[config.mk]
export PLATFORM = sky130hd
export DESIGN_NAME = pc_redirect_ctrl
export DESIGN_NICKNAME = d
export VERILOG_FILES = /design/src/rtl/pc_redirect_ctrl.sv
export SDC_FILE = /design/constraint.sdc
export NUM_CORES = 1
export LEC_CHECK = 0
export CAP_MARGIN = 10
export CORE_AREA = 2 2 94 96
export DETAILED_ROUTE_END_ITERATION = 16
export DIE_AREA = 0 0 96 98
export DONT_BUFFER_PORTS = 1
export MAX_ROUTING_LAYER = met4
export PLACE_DENSITY = 0.58
export SLEW_MARGIN = 20
export SYNTH_ARGS = -nofsm -noshare
export SYNTH_HDL_FRONTEND = slang
export SYNTH_SLANG_ARGS = --single-unit
[constraint.sdc]
create_clock -name clk -period 2.8 [get_ports clk]
set_input_delay 0.42 -clock clk [delete_from_list [all_inputs] [get_ports clk]]
set_output_delay 0.42 -clock clk [all_outputs]
set_load 0.005 [all_outputs]
[src/rtl/pc_redirect_ctrl.sv]
// Fetch-PC controller: picks sequential, jump, branch or hold each cycle, drives flushes, counts redirects.
// Optional misaligned-target trap is built when PC_ALIGN_TRAP_EN is defined.
module pc_redirect_ctrl #(
  parameter logic [31:0] RESET_PC = 32'h0000_0000,
  parameter int          CNT_W    = 16
) (
  input  logic             clk,
  input  logic             rst,
  input  logic [31:0]      id_inst,
  input  logic             stall,
  input  logic             ex_branch_taken,
  input  logic [31:0]      ex_branch_target,
  output logic [31:0]      pc,
  output logic [31:0]      pc_plus4,
  output logic             if_id_flush,
  output logic             id_ex_flush,
  output logic [CNT_W-1:0] redirect_cnt,
  output logic             trap,
  output logic [1:0]       state_dbg
);

`ifdef PC_ALIGN_TRAP_EN
  typedef enum logic [1:0] {RUN = 2'd0, FLUSH = 2'd1, TRAP = 2'd2} state_t;
`else
  typedef enum logic [1:0] {RUN = 2'd0, FLUSH = 2'd1} state_t;
`endif

  state_t      state;
  logic        id_jump;
  logic [31:0] jump_target;
  logic        in_trap;
  logic        take_branch;
  logic        take_jump;
  logic        redirect;
  logic [31:0] raw_target;
  logic [31:0] load_target;
  logic [CNT_W-1:0] cnt_next;

  assign id_jump     = (id_inst[31:26] == 6'h02);
  assign jump_target = {{6{id_inst[25]}}, id_inst[25:0]};
  assign pc_plus4    = pc + 32'd4;
  assign state_dbg   = state;

`ifdef PC_ALIGN_TRAP_EN
  assign in_trap = (state == TRAP);
`else
  assign in_trap = 1'b0;
`endif

  // Branch in EX outranks stall and jump; jump is masked in FLUSH because ID holds a squashed slot.
  assign take_branch = !rst && !in_trap && ex_branch_taken;
  assign take_jump   = !rst && !in_trap && !ex_branch_taken && !stall && id_jump && (state == RUN);
  assign redirect    = take_branch || take_jump;
  assign raw_target  = take_branch ? ex_branch_target : jump_target;
  assign load_target = raw_target & ~32'h3;

  assign if_id_flush = redirect;
  assign id_ex_flush = take_branch;

  assign cnt_next = (&redirect_cnt) ? redirect_cnt : redirect_cnt + CNT_W'(1);

`ifdef PC_ALIGN_TRAP_EN
  logic misaligned;
  assign misaligned = (raw_target[1:0] != 2'b00);

  always_ff @(posedge clk) begin
    if (rst) begin
      pc           <= RESET_PC;
      redirect_cnt <= '0;
      state        <= RUN;
      trap         <= 1'b0;
    end else if (in_trap) begin
      trap <= 1'b1;
    end else if (redirect) begin
      if (misaligned) begin
        state <= TRAP;
        trap  <= 1'b1;
      end else begin
        pc           <= load_target;
        redirect_cnt <= cnt_next;
        state        <= FLUSH;
      end
    end else if (stall) begin
      state <= RUN;
    end else begin
      pc    <= pc_plus4;
      state <= RUN;
    end
  end
`else
  assign trap = 1'b0;

  always_ff @(posedge clk) begin
    if (rst) begin
      pc           <= RESET_PC;
      redirect_cnt <= '0;
      state        <= RUN;
    end else if (redirect) begin
      pc           <= load_target;
      redirect_cnt <= cnt_next;
      state        <= FLUSH;
    end else if (stall) begin
      state <= RUN;
    end else begin
      pc    <= pc_plus4;
      state <= RUN;
    end
  end
`endif

endmodule

==> metrics.log <==
[metrics] TritonCTS clock tree: yes
[metrics] ordered list of cells on the worst path: ha_1 -> nand4_1 -> or4_4 -> nor2_1 -> xor2_1
[metrics] Die Footprint: about 9400 um^2
[metrics] fraction of registers with async set/reset: 0%
[metrics] maximum clock frequency: 374.2 MHz
[metrics] gpl congestion: 0.7899
[metrics] max_slew headroom: 52.55%
[metrics] total number of yosys warnings: 0
[metrics] fraction of final layout cells with drive strength greater than 1: under 10%
[metrics] pwr/cell area: 411.6 nW/um^2
[metrics] clock sink total: between 40 and 50
[metrics] Critical Path Source Type: flop
[metrics] DRC marker count from the first detailed-route iteration: 144
[metrics] number of port buffers: 0
[metrics] CTS H-Tree Depth: 2
[metrics] remaining antenna violation count after routing: 0
[metrics] CTS clk-pin slew, worst paths: 0.11 ns
[metrics] maximum count of clock buffers along a single path: 2
[metrics] endpoint arrival time on the critical path: 2.25 ns
[metrics] GRT Overall Usage: between 20% and 30%
[metrics] cells resized by post-CTS repair: 0
[metrics] vias after detailed routing: ~3.1k
[metrics] Buf+Inv Stages, Crit Path: 0
[metrics] actual slew at the worst max-slew pin: approximately 0.7 ns
[metrics] Total Negative Setup Slacks: 0 ns
[metrics] final count of negative-setup-slack endpoints: 0
[metrics] detail-routed via count per cell: 6.073
[metrics] min Tclk post-route: 2.673 ns
[metrics] cell chosen for the clock root: clkbuf_8
[metrics] largest net degree at the start of global routing: 50
[metrics] die height: 98 um
[metrics] setup repair after global routing missed its margin: false
[metrics] synthesized instance count: 407
[metrics] max-capacitance violation count: 0
[metrics] Hold Vio Cnt, Final: 0
[metrics] count of flip-flops with a built-in enable after synthesis: 0
[metrics] number of standard-cell rows in the floorplan: 34
[metrics] setup repair bufs after CTS: 0
[metrics] wire length of the first global-routing pass: 15320 um
[metrics] category of the worst setup path capture point: primary output
[metrics] Min-Delay Path Depth: 1
[metrics] max-slew violations: 0
[metrics] post-synth cell types: 58
[metrics] post-synthesis average cell area: between 7 and 8 um^2
[metrics] critical path start-end classification: reg -> out
[metrics] antenna violations before repair: 0
[metrics] number of global-route vias before repair: 2856
[metrics] Placement Cell Area: 3343 um^2
[metrics] total I/O pin count: ~150
[metrics] required time of the worst setup path: about 2.4 ns
[metrics] depth of the critical timing path with buffers and inverters included: 5
[metrics] cell at the slowest stage of the critical path: or4_4
[metrics] Nets: around 470
[metrics] remaining global-route overflow: 0
[metrics] Worst Hold Class: in -> reg
[metrics] die span in x: between 90 and 100 um
[metrics] number of hold buffers added after CTS: 0
[metrics] TritonCTS Buffers: 5
[metrics] largest fanout on the critical path: 6
[metrics] most frequent cells in the layout: nor2_1, dfxtp_1, xnor2_1, nand2_1, nand3_1
[metrics] Peak supply drop: between 0.0002 and 0.00025 V
[metrics] Synth Register Bits: 47
[metrics] routed len/inst: just under 20 um
[metrics] status: completed
[metrics] prevailing post-synth register cell: dfxtp_1
[metrics] antenna fix cells: 0
[metrics] final worst-path cycle share: a little over nine tenths
[metrics] detailed-route DRC error count: 0
[metrics] fill cell total of the finished layout: 880
[metrics] Skew-Pair Late Insertion Delay: about 0.31 ns
[metrics] dpl hpwl: approximately 7300 um
[metrics] commonest non-fill, non-tap cell in the layout: nor2_1
[metrics] Layout Cell Area excl Fill: 3448 um^2
[metrics] Leak Pwr: ~0.0012 uW
[metrics] Starting Density: 38.28%
[metrics] Seq/Total Area, Yosys: around 29%
[metrics] largest delay contributor family on the critical path: simple AND/OR/NAND/NOR gates
[metrics] depth of the most critical reg-to-reg path: 6
[metrics] Area Overhead vs Synth: 6.409%
[metrics] Core Box Area: 8466 um^2
[metrics] Max stage delay on crit path: roughly 0.62 ns
[metrics] Post-Synthesis Cell Area: 3241 um^2
[metrics] final core area utilization: between 40% and 50%
[metrics] final WL: 9942 um
[metrics] DR pass1 iterations: 6
[metrics] Layout Skew: 0.01394 ns
==> worst paths after layout <==
path | from | endpoint | slack [ns]
setup / recovery | pc[2] | pc_plus4[22] | 0.13
hold / removal | rst | pc[30] | 0.17
setup reg to reg | pc[2] | pc[22] | 0.61
hold reg to reg | pc[30] | pc[30] | 0.58
==> worst register-to-register path: stages, from the launching register on <==
cell and delay [ns]:
dfxtp_1 0.50, ha_1 0.23, nand4_1 0.19, or4_4 0.62
nor2_1 0.16, xor2_1 0.26, a31o_1 0.19
==> logic make-up (layout without fill, tap and decap cells) <==
kind of cell             count (synthesis)  count (layout)  synth area share [%]
multiplexers                             3               3                0.9653
other                                    1               6                0.1157
XOR/XNOR                                52              52                 14.05
adder cells (fa/ha/maj)                  2               2                0.7721
AO/OA/AOI/OAI                           70              70                 16.80
flip-flops                              47              47                 29.03
AND/OR/NAND/NOR                        194             194                 32.86
buffers and inverters                   38              28                 5.405
==> synth_stat cells, types with 2 or more instances <==
master	number	area, um^2
a221oi_1	8	70.07
clkbuf_1	16	60.06
a32oi_1	3	26.28
nor4_1	8	50.05
and4_1	9	78.83
a211oi_1	9	67.56
a31oi_1	4	25.02
nand3_1	21	105.1
xnor2_1	38	332.8
nor4_2	2	25.02
and3_1	5	31.28
nor4b_1	2	17.52
xor2_1	14	122.6
o32ai_1	4	35.03
nor3_2	4	40.04
mux2i_1	2	20.02
and2_1	2	12.51
nor2b_1	5	31.28
nand4_1	15	93.84
a21oi_1	6	30.03
nand2_1	37	138.9
or3_1	4	25.02
or4_4	2	22.52
a221o_1	4	40.04
ha_1	2	25.02
o21ai_0	9	45.04
o21ai_1	3	15.01
inv_1	7	26.28
nand2b_1	2	12.51
a311oi_1	2	17.52
nor3_1	21	105.1
nor2_1	49	183.9
a31o_1	5	43.79
buf_2	5	25.02
dfxtp_1	47	940.9
o21a_1	2	15.01
buf_4	7	52.55
a21o_1	2	15.01
==> area by class of cell <==
class | count | area (um^2) | area share [%]
multi-input cells | 327 | 2160 | 62.63
clock buffers | 5 | 68.82 | 1.996
inverters | 9 | 33.78 | 0.9797
well taps | 108 | 135.1 | 3.919
clock inverters | 3 | 27.53 | 0.7983
repair buffers | 11 | 82.58 | 2.395
flip-flops and latches | 47 | 940.9 | 27.29
==> per-stage QoR <==
| stage | setup WS, ns | hold slack (ns) | instances | total power (uW) |
|---|---|---|---|---|
| 6_report | 0.1273 | 0.1682 | 510 | 1419 |
| 5_1_grt | 0.004957 | 0.1605 | 510 | 1493 |
| 4_1_cts | 0.1365 | 0.1547 | 510 | 1439 |
| 3_5_place_dp | 0.4812 | 0.4974 | 502 | 980.4 |
| 3_3_place_gp | 0.5201 | 0.4954 | 502 | 975.0 |
| 2_1_floorplan | 0.6305 | 0.5198 | 412 | 942.7 |
==> metal layers <==
metal	GRT usage, %	part of all wire [%]	vias up
met5	-	0	-
met4	3.956	0.96	0
met3	5.478	8.0	6
met2	33.92	48	124
met1	27.05	44	1493
li1	-	-	1474
==> state kept, by name (all words and copies together), names as in the netlist <==
| name | flops |
|---|---|
| pc | 30 |
| redirect_cnt | 16 |
| state_dbg | 1 |
==> power breakdown <==
| part | total (uW) | switching (uW) | internal [uW] |
|---|---|---|---|
| logic | 190 | 105 | 85.2 |
| clock network | 454 | 268 | 186 |
| registers | 775 | 71.7 | 703 |
| total | 1420 | 445 | 974 |
Note: power is estimated with default switching activity, not from simulation.
